File: src/rtl/iter_mult_16_pkg.sv
`default_nettype none
// +----------------------------------------------------------------------------+
// | iter_mult_16_pkg : shared FSM encodings, iteration count, CLA helpers       |
// | Rev 1.0                                                                     |
// +----------------------------------------------------------------------------+
package iter_mult_16_pkg;

  localparam logic [1:0] S_IDLE = 2'd0;
  localparam logic [1:0] S_RUN  = 2'd1;
  localparam logic [1:0] S_DONE = 2'd2;

  localparam int MULT_ITERS = 16;
  localparam int CNT_W_DEF  = 5;

  // Carry into each bit of a 4-bit lookahead group.
  function automatic logic [3:0] cla4_carries(input logic [3:0] g, input logic [3:0] p,
                                              input logic ci);
    logic [3:0] c;
    c[0] = ci;
    for (int i = 1; i < 4; i++) begin
      c[i] = g[i-1] | (p[i-1] & c[i-1]);
    end
    return c;
  endfunction

  function automatic logic cla4_gen(input logic [3:0] g, input logic [3:0] p);
    return g[3] | (p[3] & g[2]) | (p[3] & p[2] & g[1]) | (p[3] & p[2] & p[1] & g[0]);
  endfunction

endpackage
`default_nettype wire

File: src/rtl/iter_mult_16_cla.sv
`default_nettype none
// +----------------------------------------------------------------------------+
// | CLA_16bit : two-level carry-lookahead adder, four 4-bit groups              |
// | Rev 1.0                                                                     |
// +----------------------------------------------------------------------------+
module CLA_16bit
  import iter_mult_16_pkg::*;
(
  input  logic [15:0] a,
  input  logic [15:0] b,
  input  logic        cin,
  output logic [15:0] sum,
  output logic        cout
);

  logic [15:0] g;
  logic [15:0] p;
  logic [15:0] c;
  logic [3:0]  grp_g;
  logic [3:0]  grp_p;
  logic [3:0]  grp_c;

  assign g = a & b;
  assign p = a ^ b;

  genvar gi;
  generate
    for (gi = 0; gi < 4; gi++) begin : g_grp
      assign c[4*gi +: 4] = cla4_carries(g[4*gi +: 4], p[4*gi +: 4], grp_c[gi]);
      assign grp_g[gi]    = cla4_gen(g[4*gi +: 4], p[4*gi +: 4]);
      assign grp_p[gi]    = &p[4*gi +: 4];
    end
  endgenerate

  assign grp_c = cla4_carries(grp_g, grp_p, cin);
  assign cout  = cla4_gen(grp_g, grp_p) | (&grp_p & cin);
  assign sum   = p ^ c;

endmodule
`default_nettype wire

File: src/rtl/iter_mult_16.sv
`default_nettype none
// +----------------------------------------------------------------------------+
// | iter_mult_16 : iterative unsigned 16x16->32 shift-add multiplier           |
// | Optional macro MULT_EARLY_TERM_EN: zero operand skips RUN.                 |
// | Rev 1.0                                                                     |
// +----------------------------------------------------------------------------+
module iter_mult_16
  import iter_mult_16_pkg::*;
#(
  parameter int WIDTH = 16,
  parameter int CNT_W = CNT_W_DEF
) (
  input  logic               clk,
  input  logic               rst,
  input  logic               start,
  input  logic [WIDTH-1:0]   a,
  input  logic [WIDTH-1:0]   b,
  output logic               busy,
  output logic               done,
  output logic [2*WIDTH-1:0] prod
);

  logic [1:0]         state_q, state_d;
  logic [WIDTH-1:0]   m_q, m_d;
  logic [WIDTH-1:0]   acc_q, acc_d;
  logic [WIDTH-1:0]   q_q, q_d;
  logic [CNT_W-1:0]   cnt_q, cnt_d;
  logic [2*WIDTH-1:0] prod_q, prod_d;

  logic [WIDTH-1:0]   add_b;
  logic [WIDTH-1:0]   add_s;
  logic               add_c;
  logic [WIDTH-1:0]   acc_nxt;
  logic [WIDTH-1:0]   q_nxt;
  logic               accept;
  logic               last_iter;
  logic               zero_op;

`ifdef MULT_EARLY_TERM_EN
  assign zero_op = (a == '0) || (b == '0);
`else
  assign zero_op = 1'b0;
`endif

  assign add_b = q_q[0] ? m_q : '0;

  CLA_16bit u_add (
    .a    (acc_q),
    .b    (add_b),
    .cin  (1'b0),
    .sum  (add_s),
    .cout (add_c)
  );

  // Adder carry drops straight into the accumulator MSB on the right shift.
  assign acc_nxt   = {add_c, add_s[WIDTH-1:1]};
  assign q_nxt     = {add_s[0], q_q[WIDTH-1:1]};
  assign accept    = start && ((state_q == S_IDLE) || (state_q == S_DONE));
  assign last_iter = (cnt_q == CNT_W'(MULT_ITERS - 1));

  always_ff @(posedge clk) begin
    if (rst) begin
      state_q <= S_IDLE;
      m_q     <= '0;
      acc_q   <= '0;
      q_q     <= '0;
      cnt_q   <= '0;
      prod_q  <= '0;
    end else begin
      state_q <= state_d;
      m_q     <= m_d;
      acc_q   <= acc_d;
      q_q     <= q_d;
      cnt_q   <= cnt_d;
      prod_q  <= prod_d;
    end
  end

  always_comb begin
    state_d = state_q;
    case (state_q)
      S_IDLE, S_DONE: begin
        if (start) state_d = zero_op ? S_DONE : S_RUN;
        else       state_d = S_IDLE;
      end
      S_RUN:   if (last_iter) state_d = S_DONE;
      default: state_d = S_IDLE;
    endcase
  end

  always_comb begin
    m_d    = m_q;
    acc_d  = acc_q;
    q_d    = q_q;
    cnt_d  = cnt_q;
    prod_d = prod_q;
    if (accept) begin
      m_d   = a;
      q_d   = b;
      acc_d = '0;
      cnt_d = '0;
      if (zero_op) prod_d = '0;
    end else if (state_q == S_RUN) begin
      acc_d = acc_nxt;
      q_d   = q_nxt;
      cnt_d = cnt_q + CNT_W'(1);
      if (last_iter) prod_d = {acc_nxt, q_nxt};
    end
  end

  always_comb begin
    busy = (state_q == S_RUN);
    done = (state_q == S_DONE);
  end

  assign prod = prod_q;

endmodule
`default_nettype wire

File: config.mk
export PLATFORM = sky130hd
export DESIGN_NAME = iter_mult_16
export DESIGN_NICKNAME = d
export VERILOG_FILES = /design/src/rtl/iter_mult_16_pkg.sv /design/src/rtl/iter_mult_16_cla.sv /design/src/rtl/iter_mult_16.sv
export SDC_FILE = /design/constraint.sdc
export NUM_CORES = 1
export LEC_CHECK = 0
export CAP_MARGIN = 20
export CORE_AREA = 2 2 86 88
export DETAILED_ROUTE_END_ITERATION = 10
export DIE_AREA = 0 0 88 90
export GPL_ROUTABILITY_DRIVEN = 0
export PLACE_DENSITY = 0.93
export SLEW_MARGIN = 30
export SYNTH_ARGS = -nofsm -noshare
export SYNTH_HDL_FRONTEND = slang
export SYNTH_SLANG_ARGS = --single-unit
File: constraint.sdc
create_clock -name clk -period 7.75 [get_ports clk]
set_input_delay 1.55 -clock clk [delete_from_list [all_inputs] [get_ports clk]]
set_output_delay 1.55 -clock clk [all_outputs]
set_load 0.03 [all_outputs]
# After elaboration in Yosys (flattened, before gate mapping)
# Cells that the tools add are included.
# op_classes
n_addsub,1
eq_ne,4
muxes,6
bitwise,70
n_reduce_logical,10
# ops
cell,count
$mux 16,3
$and 1x1->1,38
$xor 16x16->16,2
$or 1x1->1,28
$and 16x16->16,1
$reduce_and 4->1,3
$add 5x1->5 const B,1
$eq 5x4->1 const B,1
$pmux 2 s2,1
$reduce_or 2->1,2
$reduce_and 3->1,1
$eq 2x1->1 const B,1
$eq 2x2->1 const B,1
$logic_not 2->1,1
$mux 2,1
$ne 2x1->1 const B,1
$reduce_bool 2->1,1
$logic_and 1x1->1,1
$logic_or 1x1->1,1
$mux 1,1
$not 1->1,1
# word_totals
register_bits,87
word_cells,97

# Depth between registers and ports, before layout
# Gate-level depths: netlist (run 1).
# logic_depth
ltp_word,19
depth_mapped,14

# Cells and area by module
# Synthesis (run 1) repeated with hierarchy kept, for this count alone.
# unflattened
hier_cells,481
area_unflattened_um2,3975.1
# modules_own_cells
module,instances,cells_per_inst,area_each_um2
iter_mult_16,1,405,3248.1
CLA_16bit,1,76,726.9

# Least setup slack after synthesis (run 1)
# OpenSTA, ideal clock, no wires.
# synth_path
path_type,register -> register
from,reg q_q[0]
to,reg acc_q[14]
arrival_time_ns,3.113
slack_ns,4.552
stages_incl_launch_ff,15
n_path_buf,1
synth_period_minus_slack_ns,3.198
cell_sequence,dfxtp_1 clkbuf_1 nand2_1 inv_1 ha_1 a41o_1 a21oi_1 o21ai_0 nand2b_1 nand2_1 fa_1 fa_1 fa_1 xnor2_1 a211oi_1
# synth_via
elab_chain_len,17
# synth_rtl
element,line_no,rtl
start: declaration,iter_mult_16.sv:26,"logic [WIDTH-1:0] q_q, q_d;"
start signal: assignment,iter_mult_16.sv:73,q_q <= q_d;
$mux 16 (*),iter_mult_16.sv:45,assign add_b = q_q[0] ? m_q : '0;
$xor 16x16->16 / $and 16x16->16 (equally long branches),"iter_mult_16_cla.sv:24, iter_mult_16_cla.sv:23",
$and 1x1->1,iter_mult_16_pkg.sv:27,return g[3] | (p[3] & g[2]) | (p[3] & p[2] & g[1]) | (p[3] & p[2] & p[1] & g[0]);
$or 1x1->1 / $and 1x1->1 (equally long branches) (2 in series),iter_mult_16_pkg.sv:27,
$or 1x1->1,iter_mult_16_pkg.sv:27,
$and 1x1->1,iter_mult_16_pkg.sv:21,c[i] = g[i-1] | (p[i-1] & c[i-1]);
$or 1x1->1,iter_mult_16_pkg.sv:21,
$and 1x1->1,iter_mult_16_pkg.sv:21,
$or 1x1->1,iter_mult_16_pkg.sv:21,
$and 1x1->1,iter_mult_16_pkg.sv:21,
$or 1x1->1,iter_mult_16_pkg.sv:21,
$and 1x1->1,iter_mult_16_pkg.sv:21,
$or 1x1->1,iter_mult_16_pkg.sv:21,
$and 1x1->1,iter_mult_16_pkg.sv:21,
$or 1x1->1,iter_mult_16_pkg.sv:21,
$xor 16x16->16 (*),iter_mult_16_cla.sv:37,assign sum = p ^ c;
end signal: assignment,iter_mult_16.sv:65,acc_q <= '0;
end signal: assignment,iter_mult_16.sv:72,acc_q <= acc_d;
end: declaration,iter_mult_16.sv:25,"logic [WIDTH-1:0] acc_q, acc_d;"
# Mark *: on every way between the ends. The rest lies on a longest branch, timed or not.
# A chain may end at the register's enable or synchronous reset.

# Worst setup path in the final report (run 1)
# layout_path
from,reg state_q[1]
to,out busy
# layout_via
elab_chain_len,1
# layout_rtl
element,line_no,rtl
start: declaration,iter_mult_16.sv:23,"logic [1:0] state_q, state_d;"
start signal: assignment,iter_mult_16.sv:70,state_q <= state_d;
$eq 2x1->1,iter_mult_16.sv:112,busy = (state_q == S_RUN);
end: declaration,iter_mult_16.sv:18,"output logic busy,"
# Every way passes these cells.

==> metrics.cfg, run 1 <==
[power_and_ir_drop]
p_leak_nw = 1.83
p_per_area_nw_per_um2 = 188
ir_drop_mv = 0.103
report.power.total_w = 0.000885

[yosys]
synth_area_leaders = dfxtp_1, nand2_1, a21oi_1
async_flop_share = 0
synth_edf_count = 0
ys_warn_count = 0
netlist_instances = 457
synth_cell_types = 32
synth_ff_type = dfxtp_1
syn_nets = 521
synth_top_area_frac = 0.454
avgSynthCellArea_um2 = 8.39
ys_seq_elements = 87
synth_top_area_cell = dfxtp_1
ys_seq_area_frac = 0.454
syn_area_um2 = 3830

[route]
routedWlPerCell_um = 14.1
antenna_left = 0
viasPerCell = 5.30
wl_mm = 8.65
firstDrtPassIters = 4
drtIter0Drc = 228
via_count = 3256
drc = 0

[final_layout]
final_util = 0.671
final_cell_area_um2 = 4710
antennaDiodeCount = 0
fin_cells = 614
drive_gt1_frac = 0.0505
synthToLayoutAreaGrowth_pct = 22.9
final_nets = 574
nFillCells = 565

[floorplan]
dieArea_um2 = 7920
initial_utilization = 0.546
ios = 69
chipHeight_um = 90
chipWidth_um = 88
num_rows = 31
core_area_um2 = 7020

[worst_setup_path]
reg2reg_slack_ns = 4.14
reg2reg_to = acc_q[14]
path_cells = nand2b_2 > inv_2 > clkdlybuf4s50_1
crit_path_end_kind = primary output
r2r-start = q_q[0]
reg2reg_depth = 13
worstSetupPathType = flop to primary output
cpPeakStageDelay_ns = 0.77
slowest_stage = clkdlybuf4s50_1
crit_path_max_fanout = 31
cp.arrival_ns = 2.48
setup.worst_path.start_class = flop
required_ns = 6.20

[grt]
grt_usage = 0.229
grt_pass1_wl_mm = 14.5
grt_pass1_vias = 3246
overflow = 0
grt_max_degree = 68
antenna_found_initial = 0

[flow_run]
drv_cap = 0

[sta]
rsz0062_at_grt = false
final.setup.tns_ns = 0
slew_viol_final = 0
setup_violations = 0
fin_crit_sh = 0.520
final_hold_viol_count = 0
worst_pin_slew_ns = 0.756
fmax_ghz = 0.248
slew_headroom = 0.496
clock_skew_ns = 0.0117
min_period_ns = 4.03

[worst_hold_path]
hold_class = flop to flop
hold_path_end = m_q[5]
hold_start = m_q[5]
min_path_cells = 2

[cts]
cts_buffers = 9
cts_buffer_depth = 2
cts_resized = 0
post-cts-setup-buffers = 0
cts-root-buf = clkbuf_8
tritoncts = yes
clk_pin_slew_ns = 0.09
cts.sinks = 87
cts-htree-levels = 3
clock_latency_ns = 0.36
hold_buffers = 0

[place]
placed_cells = 598
dp_hpwl_mm = 5.99
placed_cell_area_um2 = 4510
portBuffers = 68

[status]
status = complete, no violations

power breakdown:
group           total, W  internal, W  switching, W
logic          0.0000875    0.0000385     0.0000491
registers       0.000477     0.000464     0.0000137
clock network   0.000320     0.000153      0.000168
total           0.000885     0.000655      0.000230
cells by family after synthesis:
| family | after synthesis | share of synthesized area |
|---|---|---|
| AO/OA/AOI/OAI | 96 | 0.146 |
| buffers and inverters | 41 | 0.0499 |
| AND/OR/NAND/NOR | 197 | 0.218 |
| XOR/XNOR | 7 | 0.0160 |
| flip-flops | 87 | 0.454 |
| adder cells (fa/ha/maj) | 29 | 0.116 |
layer usage:
layer / routed length [um] / vias to the layer above / global-route usage
met3: 536 / 20 / 0.0478
met4: 160 / 0 / 0.0949
met2: 4300 / 108 / 0.374
met1: 3650 / 1489 / 0.291
li1: - / 1639 / -
met5: 0 / - / 0
state kept, by name (all words and copies together) (netlist names):
name	flops
prod	32
acc_q	16
m_q	16
q_q	16
cnt_q	5
state_q	2
placed cells by master (no fill, tap or decap):
cell type,instances
a21o_1,3
xnor2_1,5
ha_1,18
nor3_1,18
inv_8,1
o22ai_1,16
and3_1,1
a41o_1,2
xor2_1,2
a211oi_1,10
clkinv_2,2
nand2_2,2
nand2b_1,3
a21oi_1,60
clkinv_4,1
a211oi_2,1
clkdlybuf4s50_1,67
nand2b_2,1
nand2_1,116
bufinv_16,1
o21ai_0,2
a41o_2,1
nor2b_1,2
inv_6,2
fa_1,11
dfxtp_1,87
inv_2,1
o21a_1,1
clkbuf_8,9
buf_4,4
nand4_1,4
nor2_1,35
or2_0,1
inv_1,11
and2_1,14
synthesized netlist by cell type (11+ instances only):
cell type    n
o22ai_1     16
dfxtp_1     87
nor3_1      18
buf_2       12
inv_1       11
and2_1      14
nand2_1    116
a21oi_1     60
ha_1        18
fa_1        11
nor2_1      35
worst max-delay path, delay by kind of cell (launching register included):
kind	cells	cell delay [ns]
buffers and inverters	2	1.31
and+or+nand+nor	1	0.49
DFF	1	0.31
metrics by stage:
| stage | setup slack, ns | hold WS (ns) |
|---|---|---|
| 5_1_grt | 3.59 | 0.484 |
| 3_5_place_dp | 4.14 | 0.443 |
| 3_3_place_gp | 4.18 | 0.439 |
| 2_1_floorplan | 4.55 | 0.432 |
| 4_1_cts | 3.74 | 0.456 |
| 6_report | 3.72 | 0.453 |
worst max-delay path by stage:
stage          cells after the start  slack, ns       start   endpoint
2_1_floorplan                     14       4.55      q_q[0]  acc_q[14]
3_3_place_gp                       3       4.18  state_q[1]       busy
3_5_place_dp                       3       4.14  state_q[1]       busy
4_1_cts                            3       3.74  state_q[1]       busy
5_1_grt                            3       3.59  state_q[1]       busy
6_report                           3       3.72  state_q[1]       busy
layout make-up:
cell class | instances | area [um^2] | area share
Timing Repair Buffer | 71 | 701 | 0.149
Inverter | 12 | 45.0 | 0.00956
Tap cell | 99 | 124 | 0.0263
Sequential cell | 87 | 1740 | 0.370
Clock inverter | 7 | 77.6 | 0.0165
Clock buffer | 9 | 124 | 0.0263
Multi-Input combinational cell | 329 | 1900 | 0.403
Note: power is estimated with default switching activity, not from simulation.
==> run 2, diff against run 1 <==
--- a/config.mk
+++ b/config.mk
@@ -6,11 +6,11 @@
 export NUM_CORES = 1
 export LEC_CHECK = 0
 export CAP_MARGIN = 20
-export CORE_AREA = 2 2 86 88
+export CORE_AREA = 2 2 89 91
 export DETAILED_ROUTE_END_ITERATION = 10
-export DIE_AREA = 0 0 88 90
+export DIE_AREA = 0 0 91 93
 export GPL_ROUTABILITY_DRIVEN = 0
-export PLACE_DENSITY = 0.93
+export PLACE_DENSITY = 0.88
 export SLEW_MARGIN = 30
 export SYNTH_ARGS = -nofsm -noshare
 export SYNTH_HDL_FRONTEND = slang
==> constraint.sdc (replaced) <==
create_clock -name clk -period 4.1 [get_ports clk]
set_input_delay 0.82 -clock clk [delete_from_list [all_inputs] [get_ports clk]]
set_output_delay 0.82 -clock clk [all_outputs]
set_load 0.03 [all_outputs]
==> metrics.cfg, run 2 (synthesis results as in run 1) <==
[flow_run]
drv_cap = 0  ; unchanged

[power_and_ir_drop]
report.power.total_w = 0.00169  ; +90%
p_int_w = 0.00124  ; +89%
ir_drop_mv = 0.186  ; +81%
power.share.clock = 0.364  ; +0.002
netSwitchingPower_w = 0.000449  ; +95%
p_seq_frac = 0.536  ; -0.003
switching_share = 0.266  ; +0.00597
p_per_area_nw_per_um2 = 357  ; +90%
p_leak_nw = 1.83  ; about the same
combPwrFrac = 0.100  ; about the same

[final_layout]
antennaDiodeCount = 0  ; unchanged
nFillCells = 660  ; +17%
final_nets = 575  ; +0.17%
final_cell_mix = nand2_1, dfxtp_1, clkdlybuf4s50_1
drive_gt1_frac = 0.0523  ; +0.00184
final_common_cell = nand2_1
largest_reg_flops = 32  ; unchanged
synthToLayoutAreaGrowth_pct = 23.2

[route]
via_count = 3306  ; +1.5%
firstDrtPassIters = 4  ; unchanged
drc = 0  ; unchanged
viasPerCell = 5.35  ; +0.88%
antenna_left = 0  ; unchanged
routedWlPerCell_um = 14.3  ; +1.9%
drtIter0Drc = 151  ; -34%
wl_mm = 8.87  ; +2.6%

[cts]
cts_buffer_depth = 2  ; unchanged
cts.sinks = 87  ; unchanged
cts-htree-levels = 3  ; unchanged
cts_buffers = 9  ; unchanged
tritoncts = yes
cts-root-buf = clkbuf_8
cts_resized = 0  ; unchanged
clock_latency_ns = 0.37  ; about the same
post-cts-setup-buffers = 0  ; unchanged
clk_pin_slew_ns = 0.09  ; about the same
hold_buffers = 0  ; unchanged

[grt]
grt_usage = 0.222  ; -0.00764
grt_pass1_vias = 3326  ; +2.5%
grt_pass1_wl_mm = 15.1  ; +4.3%
grt_max_degree = 67  ; -1.5%
overflow = 0  ; unchanged
antenna_found_initial = 0  ; unchanged

[worst_hold_path]
hold_class = flop to flop
min_path_cells = 2  ; unchanged

[worst_setup_path]
setup.worst_path.start_class = flop
crit_path_end_kind = flop
required_ns = 4.38  ; -1.82 ns
reg2reg_depth = 13  ; unchanged
crit_path_max_fanout = 17  ; -45%
worstSetupPathType = flop to flop
cp.arrival_ns = 3.82  ; +1.34 ns

[status]
status = complete, no violations

[sta]
clock_skew_ns = 0.00720  ; -0.00448 ns
worst_pin_slew_ns = 0.931  ; +0.175 ns
hold_ws_ns = 0.456  ; +0.00275 ns
fmax_ghz = 0.283
setup_slack_ns = 0.563  ; -3.16 ns
setup_violations = 0  ; unchanged
min_period_ns = 3.54
fin_crit_sh = 0.863
slew_headroom = 0.379  ; -0.117
final.setup.tns_ns = 0  ; unchanged
slew_viol_final = 0  ; unchanged
rsz0062_at_grt = false
final_hold_viol_count = 0  ; unchanged

[place]
dp_hpwl_mm = 6.23  ; +4.1%
portBuffers = 68  ; unchanged
post-place-ws_ns = 0.659  ; -3.48 ns

[floorplan]
dieArea_um2 = 8460  ; +6.9%
ios = 69  ; unchanged
num_rows = 32  ; +3.2%
core_area_um2 = 7530  ; +7.2%
initial_utilization = 0.509  ; -0.0368
chipWidth_um = 91  ; +3.4%
chipHeight_um = 93  ; +3.3%

## run 2: cell count changes in the layout (fill, tap and decap cells not counted), sizes merged
cell | before | now
clkinvlp | 0 | 1
buf | 4 | 5
clkinv | 3 | 2
## run 2: worst max-delay path: stages, from the launching register on
cell	delay, ns
dfxtp_1	0.63
nand2_1	0.18
inv_1	0.08
ha_1	0.25
a41o_1	0.24
a21oi_1	0.14
o21ai_0	0.20
nand2b_1	0.12
nand2_1	0.07
fa_1	0.39
fa_1	0.39
fa_1	0.38
xnor2_1	0.15
a211oi_1	0.23
## run 2: power groups by stage
stage | sequential, W | combinational, W | clock (W)
after floorplan | 0.000913 | 0.000112 | 0
after CTS | 0.000904 | 0.000169 | 0.000622
after global placement | 0.000921 | 0.000160 | 0
final | 0.000905 | 0.000169 | 0.000613
after global routing | 0.000909 | 0.000187 | 0.000664
after detailed placement | 0.000923 | 0.000167 | 0
## run 2: layout make-up
cell class | instances | area, um^2 | area share
flip-flops and latches | 87 | 1740 | 0.369
clock inverters | 7 | 77.6 | 0.0164
repair buffers | 72 | 706 | 0.149
well taps | 102 | 128 | 0.0270
multi-input cells | 329 | 1900 | 0.402
clock buffers | 9 | 124 | 0.0262
inverters | 12 | 45.0 | 0.00954
## run 2: final timing paths
path,endpoint,slack [ns],startpoint
max,prod[30],0.56,q_q[0]
min reg2reg,m_q[11],0.46,m_q[11]
min,m_q[11],0.46,m_q[11]
max reg2reg,prod[30],0.56,q_q[0]
## run 2: layer usage
layer  up-vias  track usage  wire, um
li1       1631            -         -
met1      1555        0.263      3640
met2       106        0.385      4510
met3        14       0.0492       565
met4         0       0.0985       149
met5         -            0         0
## run 2: per-stage QoR
| step | utilization | cell area [um^2] | instances |
|---|---|---|---|
| 2_1_floorplan | - | 3830 | 457 |
| 3_3_place_gp | 0.601 | 4520 | 602 |
| 3_5_place_dp | 0.601 | 4520 | 602 |
| 4_1_cts | 0.627 | 4720 | 618 |
| 5_1_grt | 0.627 | 4720 | 618 |
| 6_report | 0.627 | 4720 | 618 |
==> run 3, diff against run 2 <==
--- a/config.mk
+++ b/config.mk
@@ -6,11 +6,13 @@
 export NUM_CORES = 1
 export LEC_CHECK = 0
 export CAP_MARGIN = 20
-export CORE_AREA = 2 2 89 91
+export CORE_AREA = 4 4 91 93
+export CTS_BUF_LIST = sky130_fd_sc_hd__clkbuf_16
 export DETAILED_ROUTE_END_ITERATION = 10
-export DIE_AREA = 0 0 91 93
+export DIE_AREA = 0 0 95 97
 export GPL_ROUTABILITY_DRIVEN = 0
 export PLACE_DENSITY = 0.88
+export SKIP_CTS_REPAIR_TIMING = 1
 export SLEW_MARGIN = 30
 export SYNTH_ARGS = -nofsm -noshare
 export SYNTH_HDL_FRONTEND = slang
==> metrics.cfg, run 3 (synthesis results as in run 1) <==
[power_and_ir_drop]
switching_share = 0.244  ; -0.0220
ir_drop_mv = 0.237  ; +28%
p_int_w = 0.00142  ; +15%
power.share.clock = 0.426  ; +0.062
p_per_area_nw_per_um2 = 390  ; +9.2%
netSwitchingPower_w = 0.000459  ; +2.2%
p_seq_frac = 0.482  ; -0.054
p_leak_nw = 1.88  ; +2.5%
combPwrFrac = 0.092  ; -0.008

[floorplan]
ios = 69  ; unchanged
dieArea_um2 = 9220  ; +8.9%
num_rows = 32  ; unchanged
chipWidth_um = 95  ; +4.4%
initial_utilization = 0.509  ; unchanged
chipHeight_um = 97  ; +4.3%
core_area_um2 = 7530  ; unchanged

[worst_setup_path]
crit_path_end_kind = flop
worstSetupPathType = flop to flop
crit_path_max_fanout = 17  ; unchanged
cpLargestDelayFamily = adder cells
setup.worst_path.start_class = flop
cp.arrival_ns = 3.91  ; +0.09 ns
reg2reg_to = acc_q[14]
reg2reg_slack_ns = 0.43  ; -0.13 ns
reg2reg_depth = 13  ; unchanged
slowest_stage = dfxtp_1
path_cells = nand2_1 > inv_1 > ha_1 > a41o_1 > a21oi_1 > o21ai_0 > nand2b_1 > nand2_1 > fa_1 > fa_1 > fa_1 > xnor2_1 > a211oi_1
critPathMostFrequentCell = fa_1
crit_buf_inv = 1  ; unchanged
required_ns = 4.34  ; -0.04 ns
r2r-start = q_q[0]
cpPeakStageDelay_ns = 0.63  ; about the same

[cts]
cts-htree-levels = 3  ; unchanged
cts.sinks = 87  ; unchanged
tritoncts = yes
clk_pin_slew_ns = 0.06  ; -0.03 ns
cts_buffers = 9  ; unchanged
cts_buffer_depth = 2  ; unchanged
cts-root-buf = clkbuf_16
clock_latency_ns = 0.34  ; -0.03 ns

[place]
placed_cell_area_um2 = 4530  ; +0.17%
portBuffers = 68  ; unchanged
dp_hpwl_mm = 6.50  ; +4.2%

[final_layout]
final_cell_area_um2 = 4820  ; +2.0%
drive_gt1_frac = 0.0484  ; -0.00397
synthToLayoutAreaGrowth_pct = 25.7
final_cell_mix = nand2_1, dfxtp_1, clkdlybuf4s50_1
nFillCells = 632  ; -4.2%
final_common_cell = nand2_1
final_nets = 576  ; +0.17%
antennaDiodeCount = 0  ; unchanged
largest_reg_flops = 32  ; unchanged

[worst_hold_path]
hold_class = flop to flop
hold_start = prod[10]
min_path_cells = 2  ; unchanged
hold_path_end = prod[10]

[status]
status = complete, no violations

[sta]
setup_violations = 0  ; unchanged
final_hold_viol_count = 0  ; unchanged
rsz0062_at_grt = false
worst_pin_slew_ns = 0.886  ; -0.0449 ns
final.setup.tns_ns = 0  ; unchanged
slew_headroom = 0.409  ; +0.0300
clock_skew_ns = 0.00687  ; -0.000329 ns
slew_viol_final = 0  ; unchanged
fmax_ghz = 0.273  ; -3.6%
min_period_ns = 3.67  ; +0.131 ns
fin_crit_sh = 0.895  ; +0.0319

[grt]
grt_max_degree = 67  ; unchanged
grt_usage = 0.217  ; -0.00492
antenna_found_initial = 0  ; unchanged
grt_pass1_wl_mm = 15.6  ; +3.0%
grt_pass1_vias = 3344  ; +0.54%
overflow = 0  ; unchanged

[route]
antenna_left = 0  ; unchanged
drc = 0  ; unchanged
routedWlPerCell_um = 15.1  ; +5.6%
viasPerCell = 5.37  ; +0.32%
wl_mm = 9.38  ; +5.7%
firstDrtPassIters = 4  ; unchanged
via_count = 3322  ; +0.48%
drtIter0Drc = 137  ; -9.3%

[flow_run]
drv_cap = 0  ; unchanged

## run 3: cell count changes in the layout (fill, tap and decap cells not counted)
cell        before  now
buf_4            4    5
clkbuf_16        0    9
clkbuf_8         9    0
clkinv_1         0    1
clkinv_2         1    0
clkinv_4         1    0
clkinvlp_4       1    2
inv_1           11   13
inv_6            3    1
## run 3: worst max-delay path by stage
| stage | slack [ns] | endpoint | cells past startpoint | start |
|---|---|---|---|---|
| after floorplan | 0.90 | acc_q[14] | 14 | q_q[0] |
| after global placement | 0.72 | acc_q[14] | 13 | q_q[0] |
| after detailed placement | 0.56 | acc_q[14] | 13 | q_q[0] |
| after CTS | 0.49 | acc_q[14] | 13 | q_q[0] |
| after global routing | 0.19 | acc_q[14] | 13 | q_q[0] |
| final | 0.43 | acc_q[14] | 13 | q_q[0] |
## run 3: layout make-up
class / count / area [um^2] / area share
multi-input combinational: 329 / 1900 / 0.394
clock inverter: 7 / 65.1 / 0.0135
inverter: 12 / 45.0 / 0.00935
tap: 102 / 128 / 0.0265
sequential: 87 / 1740 / 0.361
timing repair buffer: 73 / 713 / 0.148
clock buffer: 9 / 225 / 0.0467
## run 3: power groups by stage
stage               Sequential, W  Clock (W)  Combinational, W
floorplan                0.000913          0          0.000112
global placement         0.000921          0          0.000162
detailed placement       0.000923          0          0.000170
CTS                      0.000904   0.000808          0.000172
global route             0.000909   0.000844          0.000191
finish                   0.000905   0.000801          0.000173
## run 3: tightest hold or removal path, delay by kind of cell, from the launching register on
family	cells	cell delay [ns]
AO/OA/AOI/OAI	1	0.05
flip-flops	1	0.31
AND/OR/NAND/NOR	1	0.05
## run 3: metrics by stage
step / cells / utilization / hold WS [ns] / setup slack, ns / total power (W)
final: 619 / 0.640 / 0.452 / 0.432 / 0.00188
after global routing: 619 / 0.640 / 0.478 / 0.193 / 0.00194
after CTS: 619 / 0.640 / 0.457 / 0.488 / 0.00188
after detailed placement: 603 / 0.602 / 0.447 / 0.558 / 0.00109
after global placement: 603 / 0.602 / 0.441 / 0.715 / 0.00108
after floorplan: 457 / - / 0.432 / 0.902 / 0.00103
## run 3: layer usage
metal	GRT usage	routed length, um	part of all wire	vias to the layer above
li1	-	-	-	1632
met1	0.262	3830	0.41	1566
met2	0.371	4720	0.50	101
met3	0.0381	562	0.060	23
met4	0.0943	260	0.028	0
met5	0	0	0	-
